[config.mk]
export PLATFORM = sky130hd
export DESIGN_NAME = spi_target_regport_flat
export DESIGN_NICKNAME = d
export VERILOG_FILES = /design/src/rtl/spi_target_regport_if.sv /design/src/rtl/spi_target_regport.sv /design/src/flat_wrapper.sv
export SDC_FILE = /design/constraint.sdc
export NUM_CORES = 1
export LEC_CHECK = 0
export ABC_AREA = 1
export ABC_CLOCK_PERIOD_IN_PS = 3600
export CAP_MARGIN = 0
export CORE_MARGIN = 4
export CORE_UTILIZATION = 58
export CTS_CLUSTER_SIZE = 10
export DETAILED_ROUTE_END_ITERATION = 12
export GPL_TIMING_DRIVEN = 0
export PLACE_DENSITY = 0.8
export SETUP_SLACK_MARGIN = 0.1
export SYNTH_ARGS = -nofsm -noshare
export SYNTH_HDL_FRONTEND = slang
export SYNTH_SLANG_ARGS = --single-unit
[constraint.sdc]
create_clock -name clk_clk -period 3.6 [get_ports clk_clk]
set_input_delay 0.72 -clock clk_clk [delete_from_list [all_inputs] [get_ports clk_clk]]
set_output_delay 0.72 -clock clk_clk [all_outputs]
set_load 0.02 [all_outputs]
[src/rtl/spi_target_regport_if.sv]
// Register-port bundle for spi_target_regport: SPI pins plus the local write/read port.
// The slave modport is the SPI target side; the master modport is the SPI master and fabric side.
interface spi_target_regport_if #(
  parameter int unsigned ADDR_W = 7
);
  logic              spi_SCLK;
  logic              spi_SS_n;
  logic              spi_MOSI;
  logic              spi_MISO;
  logic              spi_MISO_oe;
  logic              wr_valid;
  logic [ADDR_W-1:0] wr_addr;
  logic [7:0]        wr_data;
  logic              rd_strobe;
  logic [ADDR_W-1:0] rd_addr;
  logic [7:0]        rd_data;
  logic              busy;

  modport slave (
    input  spi_SCLK, spi_SS_n, spi_MOSI, rd_data,
    output spi_MISO, spi_MISO_oe, wr_valid, wr_addr, wr_data, rd_strobe, rd_addr, busy
  );

  modport master (
    output spi_SCLK, spi_SS_n, spi_MOSI, rd_data,
    input  spi_MISO, spi_MISO_oe, wr_valid, wr_addr, wr_data, rd_strobe, rd_addr, busy
  );
endinterface

[src/rtl/spi_target_regport.sv]
// Mode-0 SPI target decoding command/data bytes into a byte-wide register port, oversampled
// in clk_clk. Optional irq output (write-frame completion pulse) built when SPI_TARGET_IRQ_EN.
module spi_target_regport #(
  parameter int unsigned ADDR_W      = 7,
  parameter int unsigned SYNC_STAGES = 2
) (
  input  logic                 clk_clk,
  input  logic                 reset_reset_n,
  spi_target_regport_if.slave  bus
`ifdef SPI_TARGET_IRQ_EN
  ,
  output logic                 irq
`endif
);

  typedef enum logic [1:0] {StIdle, StCmd, StWData, StRData} state_e;

  state_e                 state_q, state_d;
  logic [SYNC_STAGES-1:0] sclk_sync_q, sclk_sync_d;
  logic [SYNC_STAGES-1:0] ss_sync_q, ss_sync_d;
  logic [SYNC_STAGES-1:0] mosi_sync_q, mosi_sync_d;
  logic [SYNC_STAGES:0]   sync_vld_q, sync_vld_d;
  logic                   sclk_prev_q, sclk_prev_d;
  logic                   ss_prev_q, ss_prev_d;
  logic                   armed_q, armed_d;
  logic [2:0]             bit_cnt_q, bit_cnt_d;
  logic [6:0]             rx_q, rx_d;
  logic [7:0]             tx_q, tx_d;
  logic [ADDR_W-1:0]      addr_q, addr_d;
  logic                   miso_q, miso_d;
  logic                   wr_valid_q, wr_valid_d;
  logic [ADDR_W-1:0]      wr_addr_q, wr_addr_d;
  logic [7:0]             wr_data_q, wr_data_d;
  logic                   rd_strobe_q, rd_strobe_d;
  logic [ADDR_W-1:0]      rd_addr_q, rd_addr_d;

  logic       sclk_s, ss_s, mosi_s;
  logic       sclk_rise, sclk_fall, ss_fall, ss_rise;
  logic [7:0] byte_in;

  assign sclk_s    = sclk_sync_q[SYNC_STAGES-1];
  assign ss_s      = ss_sync_q[SYNC_STAGES-1];
  assign mosi_s    = mosi_sync_q[SYNC_STAGES-1];
  assign sclk_rise = ~ss_s & sclk_s & ~sclk_prev_q;
  assign sclk_fall = ~ss_s & ~sclk_s & sclk_prev_q;
  // armed_q blocks a frame start from an SS_n that was already low when reset released.
  assign ss_fall   = armed_q & ss_prev_q & ~ss_s;
  assign ss_rise   = ss_s & ~ss_prev_q;
  assign byte_in   = {rx_q, mosi_s};

  always_comb begin
    sclk_sync_d = {sclk_sync_q[SYNC_STAGES-2:0], bus.spi_SCLK};
    ss_sync_d   = {ss_sync_q[SYNC_STAGES-2:0], bus.spi_SS_n};
    mosi_sync_d = {mosi_sync_q[SYNC_STAGES-2:0], bus.spi_MOSI};
    sync_vld_d  = {sync_vld_q[SYNC_STAGES-1:0], 1'b1};
    sclk_prev_d = sclk_s;
    ss_prev_d   = ss_s;
    armed_d     = armed_q | (sync_vld_q[SYNC_STAGES] & ss_s);
  end

  always_comb begin
    state_d     = state_q;
    bit_cnt_d   = bit_cnt_q;
    rx_d        = rx_q;
    tx_d        = tx_q;
    addr_d      = addr_q;
    miso_d      = miso_q;
    wr_valid_d  = 1'b0;
    wr_addr_d   = wr_addr_q;
    wr_data_d   = wr_data_q;
    rd_strobe_d = 1'b0;
    rd_addr_d   = rd_addr_q;

    unique case (state_q)
      StIdle: begin
        if (ss_fall) begin
          state_d   = StCmd;
          bit_cnt_d = 3'd0;
          rx_d      = 7'd0;
          miso_d    = 1'b0;
        end
      end
      StCmd: begin
        if (sclk_rise) begin
          rx_d      = byte_in[6:0];
          bit_cnt_d = bit_cnt_q + 3'd1;
          if (bit_cnt_q == 3'd7) begin
            addr_d = byte_in[ADDR_W-1:0];
            if (byte_in[7]) begin
              state_d = StWData;
            end else begin
              state_d     = StRData;
              rd_strobe_d = 1'b1;
              rd_addr_d   = byte_in[ADDR_W-1:0];
            end
          end
        end
      end
      StWData: begin
        if (sclk_rise) begin
          rx_d      = byte_in[6:0];
          bit_cnt_d = bit_cnt_q + 3'd1;
          if (bit_cnt_q == 3'd7) begin
            wr_valid_d = 1'b1;
            wr_addr_d  = addr_q;
            wr_data_d  = byte_in;
            addr_d     = addr_q + ADDR_W'(1);
          end
        end
      end
      StRData: begin
        if (sclk_fall) begin
          miso_d = tx_q[7];
          tx_d   = {tx_q[6:0], 1'b0};
        end
        if (sclk_rise) begin
          rx_d      = byte_in[6:0];
          bit_cnt_d = bit_cnt_q + 3'd1;
          if (bit_cnt_q == 3'd7) begin
            addr_d      = addr_q + ADDR_W'(1);
            rd_strobe_d = 1'b1;
            rd_addr_d   = addr_q + ADDR_W'(1);
          end
        end
      end
      default: state_d = StIdle;
    endcase

    // Fabric guarantees rd_data on the edge that ends the rd_strobe cycle.
    if (rd_strobe_q) tx_d = bus.rd_data;

    if (state_q != StIdle && ss_rise) begin
      state_d = StIdle;
      miso_d  = 1'b0;
    end
  end

  always_ff @(posedge clk_clk or negedge reset_reset_n) begin
    if (!reset_reset_n) begin
      state_q     <= StIdle;
      sclk_sync_q <= '0;
      ss_sync_q   <= '1;
      mosi_sync_q <= '0;
      sync_vld_q  <= '0;
      sclk_prev_q <= 1'b0;
      ss_prev_q   <= 1'b1;
      armed_q     <= 1'b0;
      bit_cnt_q   <= 3'd0;
      rx_q        <= 7'd0;
      tx_q        <= 8'd0;
      addr_q      <= '0;
      miso_q      <= 1'b0;
      wr_valid_q  <= 1'b0;
      wr_addr_q   <= '0;
      wr_data_q   <= 8'd0;
      rd_strobe_q <= 1'b0;
      rd_addr_q   <= '0;
    end else begin
      state_q     <= state_d;
      sclk_sync_q <= sclk_sync_d;
      ss_sync_q   <= ss_sync_d;
      mosi_sync_q <= mosi_sync_d;
      sync_vld_q  <= sync_vld_d;
      sclk_prev_q <= sclk_prev_d;
      ss_prev_q   <= ss_prev_d;
      armed_q     <= armed_d;
      bit_cnt_q   <= bit_cnt_d;
      rx_q        <= rx_d;
      tx_q        <= tx_d;
      addr_q      <= addr_d;
      miso_q      <= miso_d;
      wr_valid_q  <= wr_valid_d;
      wr_addr_q   <= wr_addr_d;
      wr_data_q   <= wr_data_d;
      rd_strobe_q <= rd_strobe_d;
      rd_addr_q   <= rd_addr_d;
    end
  end

  assign bus.spi_MISO    = miso_q;
  assign bus.spi_MISO_oe = (state_q != StIdle);
  assign bus.busy        = (state_q != StIdle);
  assign bus.wr_valid    = wr_valid_q;
  assign bus.wr_addr     = wr_addr_q;
  assign bus.wr_data     = wr_data_q;
  assign bus.rd_strobe   = rd_strobe_q;
  assign bus.rd_addr     = rd_addr_q;

`ifdef SPI_TARGET_IRQ_EN
  logic wrote_q, wrote_d;
  logic irq_q, irq_d;

  always_comb begin
    wrote_d = wrote_q;
    if (state_q == StIdle && ss_fall) wrote_d = 1'b0;
    if (wr_valid_d) wrote_d = 1'b1;
    irq_d = (state_q != StIdle) && ss_rise && wrote_q;
  end

  always_ff @(posedge clk_clk or negedge reset_reset_n) begin
    if (!reset_reset_n) begin
      wrote_q <= 1'b0;
      irq_q   <= 1'b0;
    end else begin
      wrote_q <= wrote_d;
      irq_q   <= irq_d;
    end
  end

  assign irq = irq_q;
`endif

endmodule

[src/flat_wrapper.sv]
// flat-port wrapper written by rule: the top's interface ports become plain ports
module spi_target_regport_flat 
#(
  parameter int unsigned ADDR_W      = 7,
  parameter int unsigned SYNC_STAGES = 2
)
  (clk_clk, reset_reset_n, bus_spi_SCLK, bus_spi_SS_n, bus_spi_MOSI, bus_rd_data, bus_spi_MISO, bus_spi_MISO_oe, bus_wr_valid, bus_wr_addr, bus_wr_data, bus_rd_strobe, bus_rd_addr, bus_busy);
  spi_target_regport_if #(.ADDR_W(ADDR_W)) bus_i ();
  input  logic clk_clk;
  input  logic reset_reset_n;
  input wire logic [$bits(bus_i.spi_SCLK)-1:0] bus_spi_SCLK;
  input wire logic [$bits(bus_i.spi_SS_n)-1:0] bus_spi_SS_n;
  input wire logic [$bits(bus_i.spi_MOSI)-1:0] bus_spi_MOSI;
  input wire logic [$bits(bus_i.rd_data)-1:0] bus_rd_data;
  output wire logic [$bits(bus_i.spi_MISO)-1:0] bus_spi_MISO;
  output wire logic [$bits(bus_i.spi_MISO_oe)-1:0] bus_spi_MISO_oe;
  output wire logic [$bits(bus_i.wr_valid)-1:0] bus_wr_valid;
  output wire logic [$bits(bus_i.wr_addr)-1:0] bus_wr_addr;
  output wire logic [$bits(bus_i.wr_data)-1:0] bus_wr_data;
  output wire logic [$bits(bus_i.rd_strobe)-1:0] bus_rd_strobe;
  output wire logic [$bits(bus_i.rd_addr)-1:0] bus_rd_addr;
  output wire logic [$bits(bus_i.busy)-1:0] bus_busy;
  assign bus_i.spi_SCLK = bus_spi_SCLK;
  assign bus_i.spi_SS_n = bus_spi_SS_n;
  assign bus_i.spi_MOSI = bus_spi_MOSI;
  assign bus_i.rd_data = bus_rd_data;
  assign bus_spi_MISO = bus_i.spi_MISO;
  assign bus_spi_MISO_oe = bus_i.spi_MISO_oe;
  assign bus_wr_valid = bus_i.wr_valid;
  assign bus_wr_addr = bus_i.wr_addr;
  assign bus_wr_data = bus_i.wr_data;
  assign bus_rd_strobe = bus_i.rd_strobe;
  assign bus_rd_addr = bus_i.rd_addr;
  assign bus_busy = bus_i.busy;
  spi_target_regport #(.ADDR_W(ADDR_W), .SYNC_STAGES(SYNC_STAGES)) u_core (.clk_clk(clk_clk), .reset_reset_n(reset_reset_n), .bus(bus_i));
endmodule
==> metrics <==
status complete, no violations; flops & latches, synth 64; layout cells sized above 1 0.08462; post-DR wirelength/cell 12.56 µm; H-tree depth 3; CTS tree yes; FF-to-FF path depth 5; r2r endpoint u_core.bus.wr_data[1]$_DFFE_PN0P_; share of the synthesized area in the top cell type 0.5325; syn avg cell area 8.531 µm²; Final Hold Viols 0; placed insts 443; Max Freq 352.9 MHz; TritonRoute pass-1 iters 5; CP peak stage delay 0.59 ns; CTS Hold Bufs 0; Slew Viols, Final 0; Cell Area, Synth 2866 µm²; PD cells 578.4 nW/µm²; largest net degree at the start of global routing 41; num ports 40; Hold Crit Endpoint u_core.mosi_sync_q[1]$_DFF_PN0_; Layout area overhead 22.44%; Clock Pin Slew Worst Setup and Hold Paths 0.06 ns; Reg-to-Reg Start u_core.sclk_prev_q$_DFF_PN0_; vias in the first global route 2,283; worst-path cell with the longest stage delay clkdlybuf4s50_1; worst-skew pair later-pin latency 0.33 ns; Lkg Pwr 1.775 nW; ant diodes 0; Port Buffer Count 39; Max Fanout on Critical Path 10; Chip Height 78.30 µm; Fin Clk Skew 0.004195 ns; main flop type after synthesis dfrtp_1; first-pass GRT wire length 10.32 mm; Post-DP HPWL 4.102 mm; worst vdd ir 0.3769 mV; CTS resizes 0; Final GP Congestion 0.8531; Worst Tran Pin Value 0.5800 ns; CTS buffer count 9; total wire length 5.739 mm; fin cells 457; post-layout util 0.7382; most common cell in the synthesized netlist nand2_1; Iter 0 DRT Violations 103; max_slew headroom 0.6133; Setup violations, final 0; DRC 0; ys async rst share 1.000; synthesized net count 353; Initial Util 0.6029; Synth area leaders dfrtp_1 (53%), nand2_1 (18%), nand3_1 (5.9%); hold_sp u_core.mosi_sync_q[0]$_DFF_PN0_; Nets 404; post-synth cell types 32; EDFF count, synth 0; initial antenna violation count 0; Final Cycle Share 0.7872; Synth area leader dfrtp_1; postcts setup bufs 0; global-route usage over all layers 0.2181; FP Rows 25; Max Cap Viol 0; minimum clock period after layout 2.834 ns; synth cell count leaders nand2_1 (141), dfrtp_1 (61), nand3_1 (34); Arr. time, crit path 2.11 ns; Synth Instances 336; CP cell instances buf_2 > nor2_2 > inv_1 > buf_4 > clkdlybuf4s50_1; clock tree root buffer cell clkbuf_8; Die Wd 78.30 µm; hold path cells 0; HP Class flip-flop to flip-flop; Setup crit end kind output port; GRT overflow 0; Core Area 4755 µm²; Via-to-Cell Ratio 5.094; CTS max path bufs 2; hold_ws 0.3490 ns; final antenna-violating net count 0; vias 2,328; CP required 2.88 ns; RSZ-0062 raised after global routing no; Crit Path Class flip-flop to output port; R2R Setup Slk 1.90 ns; register area share after synthesis 0.5600; clock sink count 64; Synth warnings 0; Worst setup SP type flip-flop; die footprint 6131 µm²
==> metal layers <==
layer | GRT usage | share of wire
met5 | 0 | 0
met4 | 0.09615 | 0.026
met3 | 0.05963 | 0.040
met2 | 0.3579 | 0.48
met1 | 0.2709 | 0.45
==> metrics by stage <==
| stage | power [mW] | TNS (ns) | cell area [µm²] | setup slack, ns |
|---|---|---|---|---|
| floorplan | 1.315 | 0 | 2867 | 1.714 |
| global placement | 1.510 | -12.28 | 3341 | -0.2041 |
| detailed placement | 1.529 | 0 | 3356 | 1.132 |
| CTS | 2.048 | 0 | 3510 | 0.7602 |
| global route | 2.176 | 0 | 3510 | 0.6542 |
| finish | 2.030 | 0 | 3510 | 0.7662 |
==> critical path, delay by kind of cell (launching register included) <==
| kind | cells | cell delay [ns] |
|---|---|---|
| flops | 1 | 0.47 |
| buf+inv | 4 | 1.23 |
| simple gates | 1 | 0.09 |
==> flip-flops by register name, summed over array words and instances, names as in the netlist, 2 cells and up <==
register            flops
u_core.mosi_sync_q      2
u_core.state_q          2
u_core.bit_cnt_q        3
u_core.sync_vld_q       3
u_core.tx_q             8
u_core.sclk_sync_q      2
u_core.rx_q             7
u_core.bus.wr_addr      7
u_core.addr_q           7
u_core.ss_sync_q        2
u_core.bus.wr_data      8
u_core.bus.rd_addr      7
==> cells in the final DEF, fill, tap and decap left out, types with 3 or more instances in the layout <==
| cell type | instances |
|---|---|
| clkbuf_1 | 6 |
| buf_2 | 3 |
| dfstp_2 | 3 |
| inv_1 | 21 |
| o21ai_0 | 31 |
| nand2_1 | 141 |
| nor2_1 | 9 |
| nand3_1 | 34 |
| ha_1 | 4 |
| dfrtp_1 | 61 |
| clkbuf_8 | 10 |
| clkdlybuf4s50_1 | 38 |
==> worst max path at each step <==
stage,endpoint,slack [ns],cells past startpoint,startpoint
2_1_floorplan,bus_spi_MISO_oe,1.71,4,u_core.state_q[1]$_DFFE_PN0P_
5_1_grt,bus_spi_MISO_oe,0.65,5,u_core.state_q[1]$_DFFE_PN0P_
3_5_place_dp,bus_spi_MISO_oe,1.13,5,u_core.state_q[1]$_DFFE_PN0P_
3_3_place_gp,u_core.sclk_prev_q$_DFF_PN0_,-0.20,1,reset_reset_n
4_1_cts,bus_spi_MISO_oe,0.76,5,u_core.state_q[1]$_DFFE_PN0P_
6_report,bus_spi_MISO_oe,0.77,5,u_core.state_q[1]$_DFFE_PN0P_
==> where the power goes <==
| part | switching, mW | internal (mW) | total (mW) |
|---|---|---|---|
| Sequential | 0.0744 | 0.833 | 0.907 |
| Combinational | 0.389 | 0.224 | 0.613 |
| Clock | 0.249 | 0.261 | 0.510 |
==> cells by family (layout without fill, tap and decap cells) <==
kind of cell    after synthesis  count (layout)  synth area share
fa+ha+maj                     4               4           0.01746
buf+inv                      32              86           0.04845
other cells                   1               1          0.001308
xor+xnor                      1               1          0.003056
flops                        64              64            0.5600
compound gates               38              38           0.07027
simple gates                195             195            0.2959
mux                           1               1          0.003492
==> area by class of cell <==
cell class	count	area, µm²
Inverter	23	86.33
Multi-Input combinational cell	240	1122
Clock inverter	1	5.005
Sequential cell	64	1605
Timing Repair Buffer	40	405.4
Buffer	9	52.55
Clock buffer	13	148.9
Fill cell	371	1245
Tap cell	67	83.83
No activity file was read; power rests on OpenSTA's default activity.
